### src/rtl/vid_pkg.sv
// vid_pkg: shared 640x480 video timing constants, the measurement and
// coordinate types, the receiver FSM state type and saturating increments.
package vid_pkg;

  localparam int VID_H_ACTIVE = 640;
  localparam int VID_H_TOTAL  = 800;
  localparam int VID_V_ACTIVE = 480;
  localparam int VID_V_TOTAL  = 525;

  localparam int MEAS_W  = 12;
  localparam int COORD_W = 10;

  typedef logic [MEAS_W-1:0]  meas_t;
  typedef logic [COORD_W-1:0] coord_t;

  typedef enum logic [1:0] {
    SEARCH = 2'd0,
    CHECK  = 2'd1,
    LOCKED = 2'd2
  } state_t;

  // Increment that sticks at all-ones instead of wrapping.
  function automatic meas_t meas_inc(meas_t v);
    return (&v) ? v : v + 1'b1;
  endfunction

  function automatic coord_t coord_inc(coord_t v);
    return (&v) ? v : v + 1'b1;
  endfunction

endpackage

### src/rtl/vtd_rx_if.sv
// vtd_rx_if: incoming sync/data-enable plus all recovered outputs of the
// timing detector. The master side sources video, the slave side receives.
interface vtd_rx_if;
  import vid_pkg::*;

  logic   hSync;
  logic   vSync;
  logic   vActive;
  coord_t hPixel;
  coord_t vLine;
  logic   deOut;
  logic   locked;
  logic   frameStart;
  logic   err;
  meas_t  hTotalMeas;
  meas_t  vTotalMeas;
  meas_t  hActMeas;
  meas_t  vActMeas;

  modport master (
    output hSync, vSync, vActive,
    input  hPixel, vLine, deOut, locked, frameStart, err,
    input  hTotalMeas, vTotalMeas, hActMeas, vActMeas
  );

  modport slave (
    input  hSync, vSync, vActive,
    output hPixel, vLine, deOut, locked, frameStart, err,
    output hTotalMeas, vTotalMeas, hActMeas, vActMeas
  );

endinterface

### src/rtl/sync_edge.sv
// sync_edge: registers one incoming sync/enable bit and flags entry into
// (lead) and exit from (trail) its asserted level POL.
module sync_edge #(
  parameter bit POL = 1'b1
) (
  input  logic clock,
  input  logic rst,
  input  logic din_i,
  output logic level_o,
  output logic lead_o,
  output logic trail_o
);

  logic s_q;
  logic p_q;

  // Input register plus one-cycle history; reset to the idle level so
  // release never produces a false edge.
  always_ff @(posedge clock or negedge rst) begin
    if (!rst) begin
      s_q <= ~POL;
      p_q <= ~POL;
    end else begin
      // NOTE: state registers use <= so every flop samples pre-edge values.
      s_q <= din_i;
      p_q <= s_q;
    end
  end

  assign level_o = (s_q == POL);
  assign lead_o  = (s_q == POL) && (p_q != POL);
  assign trail_o = (s_q != POL) && (p_q == POL);

endmodule

### src/rtl/vtd_rx.sv
// vtd_rx: video timing detector. Measures line/frame geometry from the
// incoming syncs, recovers active-area coordinates and locks once the
// timing matches the parameters for LOCK_FRAMES consecutive frames.
// Optional watchdog: define VTD_TIMEOUT_EN to drop lock when hSync stops.
module vtd_rx
  import vid_pkg::*;
#(
  parameter int H_ACTIVE    = VID_H_ACTIVE,
  parameter int H_TOTAL     = VID_H_TOTAL,
  parameter int V_ACTIVE    = VID_V_ACTIVE,
  parameter int V_TOTAL     = VID_V_TOTAL,
  parameter bit SYNC_POL    = 1'b0,
  parameter int LOCK_FRAMES = 2
) (
  input logic     clock,
  input logic     rst,
  vtd_rx_if.slave bus
);

  logic hs_lvl, hs_lead, hs_trail;
  logic vs_lvl, vs_lead, vs_trail;
  logic act, va_rise, va_fall;
  logic unused_sync;

  sync_edge #(.POL(SYNC_POL)) u_hs (
    .clock, .rst, .din_i(bus.hSync),
    .level_o(hs_lvl), .lead_o(hs_lead), .trail_o(hs_trail)
  );
  sync_edge #(.POL(SYNC_POL)) u_vs (
    .clock, .rst, .din_i(bus.vSync),
    .level_o(vs_lvl), .lead_o(vs_lead), .trail_o(vs_trail)
  );
  sync_edge #(.POL(1'b1)) u_va (
    .clock, .rst, .din_i(bus.vActive),
    .level_o(act), .lead_o(va_rise), .trail_o(va_fall)
  );

  assign unused_sync = hs_lvl ^ hs_trail ^ vs_lvl ^ vs_trail;

  state_t     state_q, state_d;
  logic [3:0] match_q, match_d;
  meas_t      hcnt_q, hcnt_d, hact_cnt_q, hact_cnt_d;
  meas_t      vcnt_q, vcnt_d, vact_cnt_q, vact_cnt_d;
  meas_t      htot_q, htot_d, hact_q, hact_d;
  meas_t      vtot_q, vtot_d, vact_q, vact_d;
  logic       line_act_q, line_act_d;
  coord_t     hpix_q, hpix_d, vline_q, vline_d;
  logic       de_q, fs_q, err_q, err_d;
  logic       timeout, frame_ok, line_bad;

`ifdef VTD_TIMEOUT_EN
  assign timeout = !hs_lead && (hcnt_q == meas_t'(2 * H_TOTAL - 1));
`else
  assign timeout = 1'b0;
`endif

  // Line and frame measurement counters with capture on sync leading edges.
  always_comb begin
    // NOTE: defaults first give every path an assignment, so no latch forms.
    hcnt_d     = hs_lead ? '0 : meas_inc(hcnt_q);
    hact_cnt_d = act ? meas_inc(hact_cnt_q) : hact_cnt_q;
    vcnt_d     = vcnt_q;
    vact_cnt_d = vact_cnt_q;
    line_act_d = line_act_q | act;
    htot_d     = htot_q;
    hact_d     = hact_q;
    vtot_d     = vtot_q;
    vact_d     = vact_q;
    if (hs_lead) begin
      htot_d     = meas_inc(hcnt_q);
      hact_cnt_d = act ? meas_t'(1) : '0;
      if (hact_cnt_q != '0) hact_d = hact_cnt_q;
      vcnt_d     = meas_inc(vcnt_q);
      if (line_act_q) vact_cnt_d = meas_inc(vact_cnt_q);
      line_act_d = act;
    end
    if (timeout) htot_d = '1;
    // A coincident line edge has already been counted into the ending frame.
    if (vs_lead) begin
      vtot_d     = vcnt_d;
      vact_d     = vact_cnt_d;
      vcnt_d     = '0;
      vact_cnt_d = '0;
    end
  end

  // Active-area coordinates, aligned with the registered data enable.
  always_comb begin
    hpix_d  = hpix_q;
    vline_d = vline_q;
    if (va_rise)  hpix_d = '0;
    else if (act) hpix_d = coord_inc(hpix_q);
    if (vs_lead)      vline_d = '0;
    else if (va_fall) vline_d = coord_inc(vline_q);
  end

  assign frame_ok = (htot_d == meas_t'(H_TOTAL))  && (hact_d == meas_t'(H_ACTIVE)) &&
                    (vtot_d == meas_t'(V_TOTAL))  && (vact_d == meas_t'(V_ACTIVE));
  assign line_bad = hs_lead && (htot_d != meas_t'(H_TOTAL));

  // Lock FSM: the frame ending at the SEARCH exit edge is never compared.
  always_comb begin
    state_d = state_q;
    match_d = match_q;
    err_d   = 1'b0;
    unique case (state_q)
      SEARCH: if (vs_lead) begin
        state_d = CHECK;
        match_d = '0;
      end
      CHECK: if (vs_lead) begin
        if (frame_ok) begin
          match_d = match_q + 4'd1;
          if (match_d == 4'(LOCK_FRAMES)) state_d = LOCKED;
        end else begin
          state_d = SEARCH;
          match_d = '0;
        end
      end
      LOCKED: if (line_bad || (vs_lead && !frame_ok)) begin
        state_d = SEARCH;
        match_d = '0;
        err_d   = 1'b1;
      end
      default: state_d = SEARCH;
    endcase
    if (timeout) begin
      state_d = SEARCH;
      match_d = '0;
      err_d   = 1'b1;
    end
  end

  // All state and output registers; reset clears everything asynchronously.
  always_ff @(posedge clock or negedge rst) begin
    if (!rst) begin
      state_q    <= SEARCH;
      match_q    <= '0;
      hcnt_q     <= '0;
      hact_cnt_q <= '0;
      vcnt_q     <= '0;
      vact_cnt_q <= '0;
      line_act_q <= 1'b0;
      htot_q     <= '0;
      hact_q     <= '0;
      vtot_q     <= '0;
      vact_q     <= '0;
      hpix_q     <= '0;
      vline_q    <= '0;
      de_q       <= 1'b0;
      fs_q       <= 1'b0;
      err_q      <= 1'b0;
    end else begin
      state_q    <= state_d;
      match_q    <= match_d;
      hcnt_q     <= hcnt_d;
      hact_cnt_q <= hact_cnt_d;
      vcnt_q     <= vcnt_d;
      vact_cnt_q <= vact_cnt_d;
      line_act_q <= line_act_d;
      htot_q     <= htot_d;
      hact_q     <= hact_d;
      vtot_q     <= vtot_d;
      vact_q     <= vact_d;
      hpix_q     <= hpix_d;
      vline_q    <= vline_d;
      de_q       <= act;
      fs_q       <= vs_lead;
      err_q      <= err_d;
    end
  end

  assign bus.hPixel     = hpix_q;
  assign bus.vLine      = vline_q;
  assign bus.deOut      = de_q;
  assign bus.locked     = (state_q == LOCKED);
  assign bus.frameStart = fs_q;
  assign bus.err        = err_q;
  assign bus.hTotalMeas = htot_q;
  assign bus.vTotalMeas = vtot_q;
  assign bus.hActMeas   = hact_q;
  assign bus.vActMeas   = vact_q;

endmodule

### src/flat_wrapper.sv
// flat-port wrapper written by rule: the top's interface ports become plain ports
module vtd_rx_flat import vid_pkg::*;
#(
  parameter int H_ACTIVE    = VID_H_ACTIVE,
  parameter int H_TOTAL     = VID_H_TOTAL,
  parameter int V_ACTIVE    = VID_V_ACTIVE,
  parameter int V_TOTAL     = VID_V_TOTAL,
  parameter bit SYNC_POL    = 1'b0,
  parameter int LOCK_FRAMES = 2
)
  (clock, rst, bus_hSync, bus_vSync, bus_vActive, bus_hPixel, bus_vLine, bus_deOut, bus_locked, bus_frameStart, bus_err, bus_hTotalMeas, bus_vTotalMeas, bus_hActMeas, bus_vActMeas);
  vtd_rx_if bus_i ();
  input logic clock;
  input logic rst;
  input wire logic [$bits(bus_i.hSync)-1:0] bus_hSync;
  input wire logic [$bits(bus_i.vSync)-1:0] bus_vSync;
  input wire logic [$bits(bus_i.vActive)-1:0] bus_vActive;
  output wire logic [$bits(bus_i.hPixel)-1:0] bus_hPixel;
  output wire logic [$bits(bus_i.vLine)-1:0] bus_vLine;
  output wire logic [$bits(bus_i.deOut)-1:0] bus_deOut;
  output wire logic [$bits(bus_i.locked)-1:0] bus_locked;
  output wire logic [$bits(bus_i.frameStart)-1:0] bus_frameStart;
  output wire logic [$bits(bus_i.err)-1:0] bus_err;
  output wire logic [$bits(bus_i.hTotalMeas)-1:0] bus_hTotalMeas;
  output wire logic [$bits(bus_i.vTotalMeas)-1:0] bus_vTotalMeas;
  output wire logic [$bits(bus_i.hActMeas)-1:0] bus_hActMeas;
  output wire logic [$bits(bus_i.vActMeas)-1:0] bus_vActMeas;
  assign bus_i.hSync = bus_hSync;
  assign bus_i.vSync = bus_vSync;
  assign bus_i.vActive = bus_vActive;
  assign bus_hPixel = bus_i.hPixel;
  assign bus_vLine = bus_i.vLine;
  assign bus_deOut = bus_i.deOut;
  assign bus_locked = bus_i.locked;
  assign bus_frameStart = bus_i.frameStart;
  assign bus_err = bus_i.err;
  assign bus_hTotalMeas = bus_i.hTotalMeas;
  assign bus_vTotalMeas = bus_i.vTotalMeas;
  assign bus_hActMeas = bus_i.hActMeas;
  assign bus_vActMeas = bus_i.vActMeas;
  vtd_rx #(.H_ACTIVE(H_ACTIVE), .H_TOTAL(H_TOTAL), .V_ACTIVE(V_ACTIVE), .V_TOTAL(V_TOTAL), .SYNC_POL(SYNC_POL), .LOCK_FRAMES(LOCK_FRAMES)) u_core (.clock(clock), .rst(rst), .bus(bus_i));
endmodule
### config.mk
export PLATFORM = sky130hd
export DESIGN_NAME = vtd_rx_flat
export DESIGN_NICKNAME = d
export VERILOG_FILES = /design/src/rtl/vid_pkg.sv /design/src/rtl/vtd_rx_if.sv /design/src/rtl/sync_edge.sv /design/src/rtl/vtd_rx.sv /design/src/flat_wrapper.sv
export SDC_FILE = /design/constraint.sdc
export NUM_CORES = 1
export LEC_CHECK = 0
export CAP_MARGIN = 20
export CORE_ASPECT_RATIO = 2
export CORE_MARGIN = 5
export CORE_UTILIZATION = 57
export DETAILED_ROUTE_END_ITERATION = 7
export GPL_TIMING_DRIVEN = 1
export PLACE_DENSITY = 0.91
export RECOVER_POWER = 50
export SLEW_MARGIN = 20
export SYNTH_ARGS = -nofsm -noshare
export SYNTH_HDL_FRONTEND = slang
export SYNTH_SLANG_ARGS = --single-unit
### constraint.sdc
create_clock -name clock -period 7.3 [get_ports clock]
set_clock_uncertainty 0.2 [all_clocks]
set_input_delay 1.46 -clock clock [delete_from_list [all_inputs] [get_ports clock]]
set_output_delay 1.46 -clock clock [all_outputs]
set_load 0.01 [all_outputs]
Yosys cells after proc, flatten, opt, wreduce, memory -nomap -nowiden:

Index checks and enable logic that the tools add are counted.

* add/sub/neg operators: 7
* eq/ne operators: 15
* muxes and demuxes: 38
* bitwise logic cells: 5
* reduce and logical (&&, ||, !) cells: 28

Operator list (number)
* 2-to-1 mux 12 bit: 17
* 2-to-1 mux 10 bit: 6
* adder 12 x 1 -> 12 bit, second input constant: 4
* AND reduction 12 bit: 4
* equality test 12 x 10 -> 1 bit, second input constant: 3
* adder 10 x 1 -> 10 bit, second input constant: 2
* AND reduction 10 bit: 2
* 2-to-1 mux 4 bit: 4
* equality test 12 x 9 -> 1 bit, second input constant: 1
* != test 12 x 10 -> 1 bit, second input constant: 1
* one-hot mux 4 bit (3 select lines): 1
* nonzero test 12 bit: 1
* 2-to-1 mux 2 bit: 5
* != test 2 x 1 -> 1 bit, second input constant: 5
* logical AND 1 bit: 9
* AND reduction 4 bit: 2
* one-hot mux 2 bit (3 select lines): 1
* AND reduction 2 bit: 3
* nonzero test 2 bit: 3
* adder 4 x 1 -> 4 bit, second input constant: 1
* equality test 4 x 2 -> 1 bit, second input constant: 1
* 2-to-1 mux 1 bit: 4
* inverter 1 bit: 4
* != test 3 bit, second input constant: 1
* 8 further kinds: 8

* bits in registers: 131
* input port bits: 5
* output and inout port bits: 72
* word-level logic and storage cells: 114

Logic depth before layout (Yosys ltp):

Gate-level depths: netlist of run 1.

* depth after elaboration: 12
* mapped depth: 11
* mapped depth without buffers: 11

Modules after synthesis:

From an unflattened synthesis of run 1, not the netlist that was laid out.

* cells, all modules: 665
* area, all modules: 6428.7 µm²

By module, submodules not included
* vtd_rx: instances 1, cells each 651, area each 6221.0 µm², seq. area each 3153.0 µm²
* sync_edge at u_core.u_hs ...: instances 2, cells each 5, area each 71.3 µm², seq. area each 52.6 µm²
* sync_edge at u_core.u_va: instances 1, cells each 4, area each 65.1 µm², seq. area each 50.0 µm²

Least setup slack after synthesis of run 1:

OpenSTA, ideal clock, no wires.

* path kind: reg-to-reg
* start point: register u_core.u_hs.p_q
* end point: register u_core.match_q[1]
* library setup time: 79 ps
* arrival: 2789 ps
* data required time: 7021 ps
* path slack: 4231 ps
* cell stages (with the launch flop): 10
* path buffers: 0
* period minus slack after synthesis: 3069 ps
* path through: dfstp_2 nand3b_4 or3_4 or4_4 xor2_1 a31o_1 nand4_2 nor4_4 a211o_4 mux2i_1

* word-level cells in the longest chain between the ends: 11
* elaborated cells between the ends (all ways): 24
* those cells by class: 6 x eq/ne; 9 x mux; 9 x reduce/logical

RTL lines
* start, declared: line sync_edge.sv:15 `logic p_q;`
* start signal, assigned: line sync_edge.sv:22 `p_q <= ~POL;`
* start signal, assigned: line sync_edge.sv:26 `p_q <= s_q;`
* logical AND 1 bit *: line sync_edge.sv:31 `assign lead_o = (s_q == POL) && (p_q != POL);`
* 2-to-1 mux 12 bit: line vtd_rx.sv:69 `if (hs_lead) begin`
* 2-to-1 mux 12 bit or equality test 12 x 10 -> 1 bit (tied branches): line vtd_rx.sv:79, vtd_rx.sv:97
* equality test 12 x 10 -> 1 bit or logical AND 1 bit (tied branches): line vtd_rx.sv:98, vtd_rx.sv:97
* logical AND 1 bit: line vtd_rx.sv:97 `assign frame_ok = (htot_d == meas_t'(H_TOTAL)) && (hact_d == meas_t'(H_ACTIVE)) &&`
* logical AND 1 bit: line vtd_rx.sv:98 `(vtot_d == meas_t'(V_TOTAL)) && (vact_d == meas_t'(V_ACTIVE));`
* logical NOT 1 bit: line vtd_rx.sv:120 `LOCKED: if (line_bad || (vs_lead && !frame_ok)) begin`
* logical AND 1 bit: line vtd_rx.sv:120
* logical OR 1 bit: line vtd_rx.sv:120
* != test 2 x 1 -> 1 bit (no line)
* AND reduction 4 bit (no line)
* end signal, assigned: line vtd_rx.sv:155 `match_q <= match_d;`
* end, declared: line vtd_rx.sv:41 `logic [3:0] match_q, match_d;`

Mark *: on every way between the ends. The rest lies on a longest branch, timed or not. The select of a mux whose other input is x is not followed.
A chain may end at the register's enable or synchronous reset.

Final worst setup path of run 1:

Same ends and word-level chain as after synthesis.

==> impl_metrics.json, run 1 <==
{
  "outcome": "finished with violations",
  "failed_checks": "capacitance limit, slew limit",
  "crit_slowest_cell": "clkbuf_1",
  "cp.buffers_inverters": 1,
  "synth_top_area_share_pct": 49.7,
  "core-area_um2": 10900,
  "gr-usage-all-layers_pct": 26.4,
  "num_vias": 5685,
  "path_max_fanout": 46,
  "die-height_um": 160,
  "hp-start": "u_core.u_vs.s_q$_DFF_PN1_",
  "critical-path-top-delay-family": "buffers and inverters",
  "grt_max_degree": 76,
  "clkSlewWorstSetupHoldPaths_ns": 0.06,
  "syn-cell-area_um2": 6400,
  "dr.pass1.iters": 5,
  "ctsHoldBuffers": 0,
  "ioPinCount": 77,
  "cts.sink_count": 131,
  "wirelength_mm": 17.1,
  "p_clk_share_pct": 46.4,
  "rows": 54,
  "timing.setup.tns_ns": 0,
  "drtIter0Drc": 323,
  "wire_per_inst_um": 18.9,
  "drive_gt1_share_pct": 5.88,
  "antenna_found_initial": 0,
  "finalCritPeriodShare_pct": 67.9,
  "power_frac_comb_pct": 11.8,
  "routabilityCongestion": 0.991,
  "synth_ff_type": "dfrtp_1",
  "post-cts-setup-buffers": 0,
  "max_cap_viol_count": 2,
  "p_int_mw": 1.50,
  "cts_tree": "done",
  "yosysSeqAreaShare_pct": 51.3,
  "ys_async_sr_fraction_pct": 100,
  "grt_pass1_vias": 5889,
  "max_freq_mhz": 202,
  "netlist_instances": 678,
  "synthTopCellsByArea": "dfrtp_1 (50%), nand2_1 (5.6%), o21ai_0 (4.9%)",
  "diodes": 0,
  "viasPerCell": 6.28,
  "start_kind": "register",
  "slew_headroom_pct": -37.4,
  "ir_drop_uv": 208,
  "startpoint": "u_core.u_hs.p_q$_DFF_PN1_",
  "root_buffer": "clkbuf_16",
  "path_class": "reg -> reg",
  "cts_inserted_buffers": 17,
  "rsz0062_at_grt": "false",
  "p_sw_share_pct": 25.2,
  "setup_slack_ns": 2.34,
  "fp.dieW_um": 84.9,
  "p_switching_uw": 505,
  "syn_to_final_growth_pct": 23.1,
  "powerDensity_nw_per_um2": 255,
  "synth_cell_type_count": 61,
  "min_path_type": "reg -> reg",
  "port_buffers": 76,
  "dieArea_um2": 13600,
  "crit_chain": "nor2b_2 -> clkbuf_1 -> o21ai_0 -> nor3_1 -> xnor2_1 -> a31o_2 -> nand4b_1 -> nor4_4 -> a211o_4 -> mux2i_1",
  "cpPeakStageDelay_ns": 1.47,
  "final_nets": 766,
  "ys_top_cells_by_count": "dfrtp_1 (127), nand2_1 (95), nor2_1 (76)",
  "h-tree-depth": 4,
  "synth_edf_count": 0,
  "r2r-start": "u_core.u_hs.p_q$_DFF_PN1_",
  "yosysTopAreaCell": "dfrtp_1",
  "place_hpwl_mm": 11.7,
  "hold_viol_final": 0,
  "ant_nets": 0,
  "clk_latency_ns": 0.42,
  "sequentialPowerShare_pct": 41.7,
  "ys_seq_elements": 131,
  "grt_pass1_wl_mm": 28.5,
  "slew_violations": 81,
  "grt.overflow.total": 0,
  "setup_violations": 0,
  "ctsLongestPathBuffers": 2,
  "dp_slack_ns": 3.43,
  "post-route-min-period_ns": 4.96,
  "initial_core_util_pct": 58.4,
  "critPathRequiredTime_ns": 7.44,
  "cts-resized-gates": 0,
  "cp.arrival_ns": 5.10,
  "synth.most_common_cell": "dfrtp_1",
  "avgSynthCellArea_um2": 9.43,
  "drcViolationCount": 0,
  "p_leak_nw": 3.45,
  "end_kind": "register",
  "yosysWarningCount": 0,
  "synth_nets": 692,
  "worst_slew_pin_slew_ns": 2.06
}
-- routing by layer --
metal | vias to the layer above | global-route usage [%] | routed length, µm
li1 | 2566 | - | -
met5 | - | 0 | 0
met3 | 100 | 7.89 | 1050
met4 | 0 | 18.4 | 1090
met1 | 2745 | 28.1 | 5970
met2 | 274 | 44.0 | 9030
-- final timing paths --
kind                                                    end  slack, ns  depth (start not counted)
min                               u_core.u_vs.p_q$_DFF_PN1_       0.17                          0
min in group asynchronous   u_core.bus.vLine[0]$_DFFE_PN0P_       0.97                          1
max reg2reg                   u_core.match_q[1]$_DFFE_PN0P_       2.34                         10
max                           u_core.match_q[1]$_DFFE_PN0P_       2.34                         10
min reg2reg                       u_core.u_vs.p_q$_DFF_PN1_       0.17                          0
max in group asynchronous  u_core.hact_cnt_q[1]$_DFFE_PN0P_       4.66                          2
-- stage by stage --
step                instance area (µm²)  utilization, %  hold WS [ns]  instances  power, mW
floorplan                          6400               -         0.151        678      0.963
global placement                   7270            66.4         0.153        873       1.07
detailed placement                 7270            66.4         0.159        873       1.08
CTS                                7920            72.3         0.160        905       2.01
global route                       7880            72.0         0.174        905       2.08
finish                             7880            72.0         0.168        905       2.01
-- registers in the layout, summed over array words and instances, names as in the netlist, 2 cells and up --
register and flops:
u_core.bus.hTotalMeas 12, u_core.vact_cnt_q 12, u_core.bus.hActMeas 12, u_core.bus.vLine 10
u_core.match_q 4, u_core.bus.vTotalMeas 12, u_core.vcnt_q 12, u_core.hcnt_q 12
u_core.bus.hPixel 10, u_core.bus.vActMeas 12, u_core.hact_cnt_q 12, u_core.state_q 2
-- power groups by stage --
stage / Sequential (mW) / Combinational (mW) / Clock [mW]
floorplan: 0.846 / 0.116 / 0
global placement: 0.842 / 0.228 / 0
detailed placement: 0.846 / 0.236 / 0
CTS: 0.836 / 0.241 / 0.938
global route: 0.844 / 0.264 / 0.970
finish: 0.837 / 0.237 / 0.932
-- placed cells by master (no fill, tap or decap), drive strengths merged, types with 5 or more instances in the layout --
cell type,instances
o21ai,63
a21o,7
xor2,21
or3,14
nor4,15
clkinv,5
ha,9
nand4,24
o31ai,5
bufinv,5
nor2,76
nand2b,6
nor3,16
a21oi,21
a22o,5
xnor2,7
dfrtp,127
nand3,32
and3,11
nor3b,6
nand2,95
mux2i,15
clkbuf,25
and2,5
inv,16
clkdlybuf4s50,72
nor2b,6
-- cell type report --
cell class                 count  area [µm²]
sequential                   131        3280
fill                         774        3070
multi-input combinational    504        2920
timing repair buffer          82         792
clock buffer                  22         464
clock inverter                10         179
tap                          140         175
inverter                      16        60.1
-- cell families after synthesis --
group / synth area share (%)
simple gates: 25.2
fa+ha+maj: 1.76
xor+xnor: 3.83
flops: 51.3
compound gates: 12.5
buf+inv: 2.58
mux: 2.76
Power figures use the tool's default switching activity.
==> run 2: changes to the inputs <==
CORE_UTILIZATION = 51   (was 57)
PLACE_DENSITY = 0.87   (was 0.91)
clock period = 4.3 ns   (was 7.3 ns; I/O delays follow)
==> impl_metrics.json, run 2 (synthesized netlist as in run 1, its figures left out) <==
{
  "hold_viol_final": 0,
  "ioPinCount": 77,
  "clk_latency_ns": 0.42,
  "r2r-end": "u_core.match_q[1]$_DFFE_PN0P_",
  "grt_max_degree": 118,
  "setup_slack_ns": 0.712,
  "post-cts-setup-buffers": 0,
  "outcome": "finished with violations",
  "gr-usage-all-layers_pct": 23.2,
  "post-place-cells": 886,
  "h-tree-depth": 4,
  "num_vias": 5466,
  "rsz0062_at_grt": "false",
  "ant_nets": 0,
  "initial_core_util_pct": 51.2,
  "syn_to_final_growth_pct": 24.0,
  "slew_violations": 118,
  "powerDensity_nw_per_um2": 425,
  "max_cap_viol_count": 1,
  "cp.arrival_ns": 3.73,
  "fin_cells": 918,
  "finalPower_mw": 3.37,
  "rows": 58,
  "wirelength_mm": 16.4,
  "grt_pass1_vias": 5596,
  "fillerInstances": 986,
  "place_hpwl_mm": 11.6,
  "clkSlewWorstSetupHoldPaths_ns": 0.06,
  "cpPeakStageDelay_ns": 0.84,
  "drive_gt1_share_pct": 7.42,
  "failed_checks": "capacitance limit, slew limit",
  "final_cell_mix": "dfrtp_1 (127), nand2_1 (95), nor2_1 (76)",
  "die-height_um": 168,
  "finalCritPeriodShare_pct": 83.4,
  "path_max_fanout": 23,
  "grt_pass1_wl_mm": 27.0,
  "r2r_cells": 9,
  "startpoint": "u_core.u_vs.p_q$_DFF_PN1_",
  "dr.pass1.iters": 7,
  "critPathRequiredTime_ns": 4.44,
  "wire_per_inst_um": 17.8,
  "crit_end": "u_core.match_q[1]$_DFFE_PN0P_",
  "crit_slowest_cell": "clkbuf_1",
  "holdWs_ns": 0.176,
  "routabilityCongestion": 0.947,
  "ctsHoldBuffers": 0,
  "p_leak_nw": 3.47,
  "start_kind": "register",
  "core-area_um2": 12500,
  "cts.sink_count": 131,
  "path_class": "reg -> reg",
  "final_common_cell": "dfrtp_1",
  "ir_drop_uv": 307,
  "final_nets": 769,
  "ctsLongestPathBuffers": 2,
  "fp.dieW_um": 89.2,
  "drcViolationCount": 0,
  "grt.overflow.total": 0,
  "cts_inserted_buffers": 17,
  "drtIter0Drc": 326,
  "worst_slew_pin_slew_ns": 1.57,
  "timing.setup.tns_ns": 0,
  "r2r_slack_ns": 0.71,
  "end_kind": "register",
  "crit_chain": "nand2b_1 -> inv_1 -> clkbuf_1 -> buf_4 -> a31o_2 -> nand4b_1 -> nor4_4 -> a211o_4 -> mux2i_1",
  "dieArea_um2": 15000,
  "viasPerCell": 5.95,
  "port_buffers": 76,
  "dp_slack_ns": 0.759,
  "max_freq_mhz": 279,
  "placed_area_um2": 7320,
  "diodes": 0,
  "slew_headroom_pct": -4.51,
  "setup_violations": 0,
  "cts_tree": "done",
  "antenna_found_initial": 0,
  "r2r-start": "u_core.u_vs.p_q$_DFF_PN1_",
  "post-route-min-period_ns": 3.59,
  "root_buffer": "clkbuf_16",
  "cts-resized-gates": 0,
  "final_core_util_pct": 63.5,
  "min_path_type": "reg -> reg",
  "fin_area_um2": 7930
}
run 2: layer usage:
| layer | vias to the layer above | GRT usage [%] | part of all wire [%] |
|---|---|---|---|
| met5 | - | 0 | 0 |
| met4 | 0 | 11.6 | 4.3 |
| met3 | 51 | 4.65 | 4.1 |
| met2 | 183 | 41.0 | 55 |
| met1 | 2663 | 25.4 | 36 |
| li1 | 2569 | - | - |
run 2: worst max-delay path: cells and delay by family, from the launching register on:
family | cells | cell delay, ns
buf+inv | 3 | 1.43
simple gates | 3 | 0.72
flops | 1 | 0.51
compound gates | 2 | 0.44
mux | 1 | 0.19
run 2: area by class of cell:
cell class | count | area [µm²] | area share, %
sequential | 131 | 3280 | 41.4
tap | 150 | 188 | 2.37
timing repair buffer | 85 | 818 | 10.3
inverter | 16 | 60.1 | 0.757
multi-input combinational | 504 | 2950 | 37.2
clock buffer | 17 | 425 | 5.37
clock inverter | 15 | 204 | 2.57
run 2: how the worst min path moves through the flow:
stage / startpoint / to / depth (start not counted) / slack [ns]
2_1_floorplan: u_core.u_vs.s_q$_DFF_PN1_ / u_core.u_vs.p_q$_DFF_PN1_ / 0 / 0.15
6_report: u_core.u_vs.s_q$_DFF_PN1_ / u_core.u_vs.p_q$_DFF_PN1_ / 0 / 0.18
4_1_cts: rst / u_core.bus.hTotalMeas[4]$_DFF_PN0_ / 1 / 0.09
5_1_grt: u_core.u_vs.s_q$_DFF_PN1_ / u_core.u_vs.p_q$_DFF_PN1_ / 0 / 0.19
3_3_place_gp: u_core.u_vs.s_q$_DFF_PN1_ / u_core.u_vs.p_q$_DFF_PN1_ / 0 / 0.16
3_5_place_dp: u_core.u_vs.s_q$_DFF_PN1_ / u_core.u_vs.p_q$_DFF_PN1_ / 0 / 0.16
run 2: power breakdown:
part	total, mW	switching (mW)	internal, mW	leakage (nW)
clock	1.54	0.569	0.976	0.308
sequential	1.42	0.100	1.32	1.77
combinational	0.403	0.225	0.178	1.39
total	3.37	0.894	2.47	3.47
==> run 3: changes to the inputs <==
CORE_UTILIZATION = 56   (was 51)
PLACE_DENSITY = 0.9   (was 0.87)
clock period = 3.65 ns   (was 4.3 ns; I/O delays follow)
==> impl_metrics.json, run 3 (synthesized netlist as in run 1, its figures left out) <==
{
  "outcome": "complete, no violations",
  "ant_nets": 0,
  "cts_tree": "done",
  "slew_headroom_pct": 14.3,
  "powerDensity_nw_per_um2": 498,
  "max_freq_mhz": 296,
  "drcViolationCount": 0,
  "ctsLongestPathBuffers": 2,
  "cts_inserted_buffers": 17,
  "die-height_um": 161,
  "cpPeakStageDelay_ns": 0.62,
  "wire_per_inst_um": 18.8,
  "antenna_found_initial": 0,
  "start_kind": "register",
  "p_leak_nw": 3.49,
  "crit_slowest_cell": "dfstp_1",
  "dr.pass1.iters": 5,
  "worst_slew_pin_slew_ns": 1.29,
  "wirelength_mm": 17.3,
  "grt_pass1_vias": 5949,
  "post-cts-setup-buffers": 0,
  "timing.setup.tns_ns": 0,
  "path_max_fanout": 5,
  "critPathRequiredTime_ns": 3.78,
  "initial_core_util_pct": 56.7,
  "final_nets": 778,
  "clk_latency_ns": 0.42,
  "post-route-min-period_ns": 3.38,
  "gr-usage-all-layers_pct": 26.2,
  "hold_viol_final": 0,
  "root_buffer": "clkbuf_16",
  "diodes": 0,
  "place_hpwl_mm": 12.5,
  "routabilityCongestion": 0.919,
  "ir_drop_uv": 387,
  "final_core_util_pct": 70.8,
  "setup_violations": 0,
  "slew_violations": 0,
  "cp.arrival_ns": 3.50,
  "h-tree-depth": 4,
  "num_vias": 5718,
  "drtIter0Drc": 319,
  "fp.dieW_um": 85.6,
  "final_cell_mix": "dfrtp_1 (126), nand2_1 (95), nor2_1 (76)",
  "grt_pass1_wl_mm": 28.6,
  "end_kind": "register",
  "ioPinCount": 77,
  "viasPerCell": 6.22,
  "setup_slack_ns": 0.272,
  "max_cap_viol_count": 0,
  "core-area_um2": 11300,
  "crit_chain": "nand4b_1 -> nor4_1 -> mux2i_1 -> o2111ai_1 -> nor3_2 -> o2111ai_2 -> nor4_4 -> buf_4 -> a21oi_1 -> nor3_1",
  "rows": 55,
  "dieArea_um2": 13800,
  "grt.overflow.total": 0,
  "drive_gt1_share_pct": 8.37,
  "min_path_type": "reg -> reg",
  "grt_max_degree": 54,
  "cts.sink_count": 131,
  "syn_to_final_growth_pct": 24.9,
  "dp_slack_ns": 0.206,
  "final_common_cell": "dfrtp_1",
  "port_buffers": 76,
  "path_class": "reg -> reg",
  "clkSlewWorstSetupHoldPaths_ns": 0.06,
  "fillerInstances": 832,
  "rsz0062_at_grt": "false",
  "finalCritPeriodShare_pct": 92.5
}
-- run 3: cell count changes in the layout (fill, tap and decap cells not counted), moves of 2 or more --
cell / change
inv_6: -3
clkinvlp_4: +2
clkbuf_8: +2
buf_4: +4
clkbuf_2: +2
clkbuf_1: +5
-- run 3: layout make-up --
type | instances | area, µm² | area share, %
Clock buffer | 20 | 457 | 5.72
Clock inverter | 12 | 179 | 2.24
Inverter | 16 | 60.1 | 0.752
Multi-Input combinational cell | 504 | 2970 | 37.1
Sequential cell | 131 | 3280 | 41.1
Tap cell | 142 | 178 | 2.22
Timing Repair Buffer | 94 | 866 | 10.8
-- run 3: power breakdown --
group / switching (mW) / internal [mW] / leakage (nW)
clock network: 0.643 / 1.18 / 0.303
registers: 0.120 / 1.55 / 1.77
logic: 0.272 / 0.213 / 1.42
total: 1.04 / 2.95 / 3.49
-- run 3: metrics by stage --
step	area [µm²]	power [mW]	hold slack, ns	std cells
3_3_place_gp	7380	2.16	0.155	887
5_1_grt	7990	4.13	0.172	919
2_1_floorplan	6400	1.93	0.151	678
6_report	7990	3.98	0.162	919
4_1_cts	8010	4.00	0.164	919
3_5_place_dp	7380	2.18	0.156	887
-- run 3: final timing paths --
kind | slack, ns | start | endpoint | cells past startpoint
max | 0.27 | u_core.u_hs.p_q$_DFF_PN1_ | u_core.state_q[0]$_DFFE_PN0P_ | 10
min | 0.16 | u_core.u_vs.s_q$_DFF_PN1_ | u_core.u_vs.p_q$_DFF_PN1_ | 0
max reg2reg | 0.27 | u_core.u_hs.p_q$_DFF_PN1_ | u_core.state_q[0]$_DFFE_PN0P_ | 10
min reg2reg | 0.16 | u_core.u_vs.s_q$_DFF_PN1_ | u_core.u_vs.p_q$_DFF_PN1_ | 0
max in group asynchronous | 1.15 | rst | u_core.hcnt_q[4]$_DFF_PN0_ | 2
min in group asynchronous | 0.38 | rst | u_core.bus.vLine[7]$_DFFE_PN0P_ | 1
-- run 3: critical path, delay by kind of cell (launching register included) --
family | cells | cell delay, ns
and+or+nand+nor | 5 | 1.41
DFF | 1 | 0.62
AOI/OAI and AO/OA | 3 | 0.47
muxes | 1 | 0.37
buffers and inverters | 1 | 0.21
-- run 3: timing repair --
item                       in CTS  in global routing
resized for setup               0                  5
hold buffers                    0                  0
setup endpoints to repair       0                  3
hold endpoints to repair        0                  0
-- run 3: metal layers --
layer	vias up	GRT usage, %	wire length [µm]
met3	75	4.85	875
li1	2592	-	-
met1	2825	27.4	6030
met2	226	47.5	9560
met4	0	15.7	832
met5	-	0	0
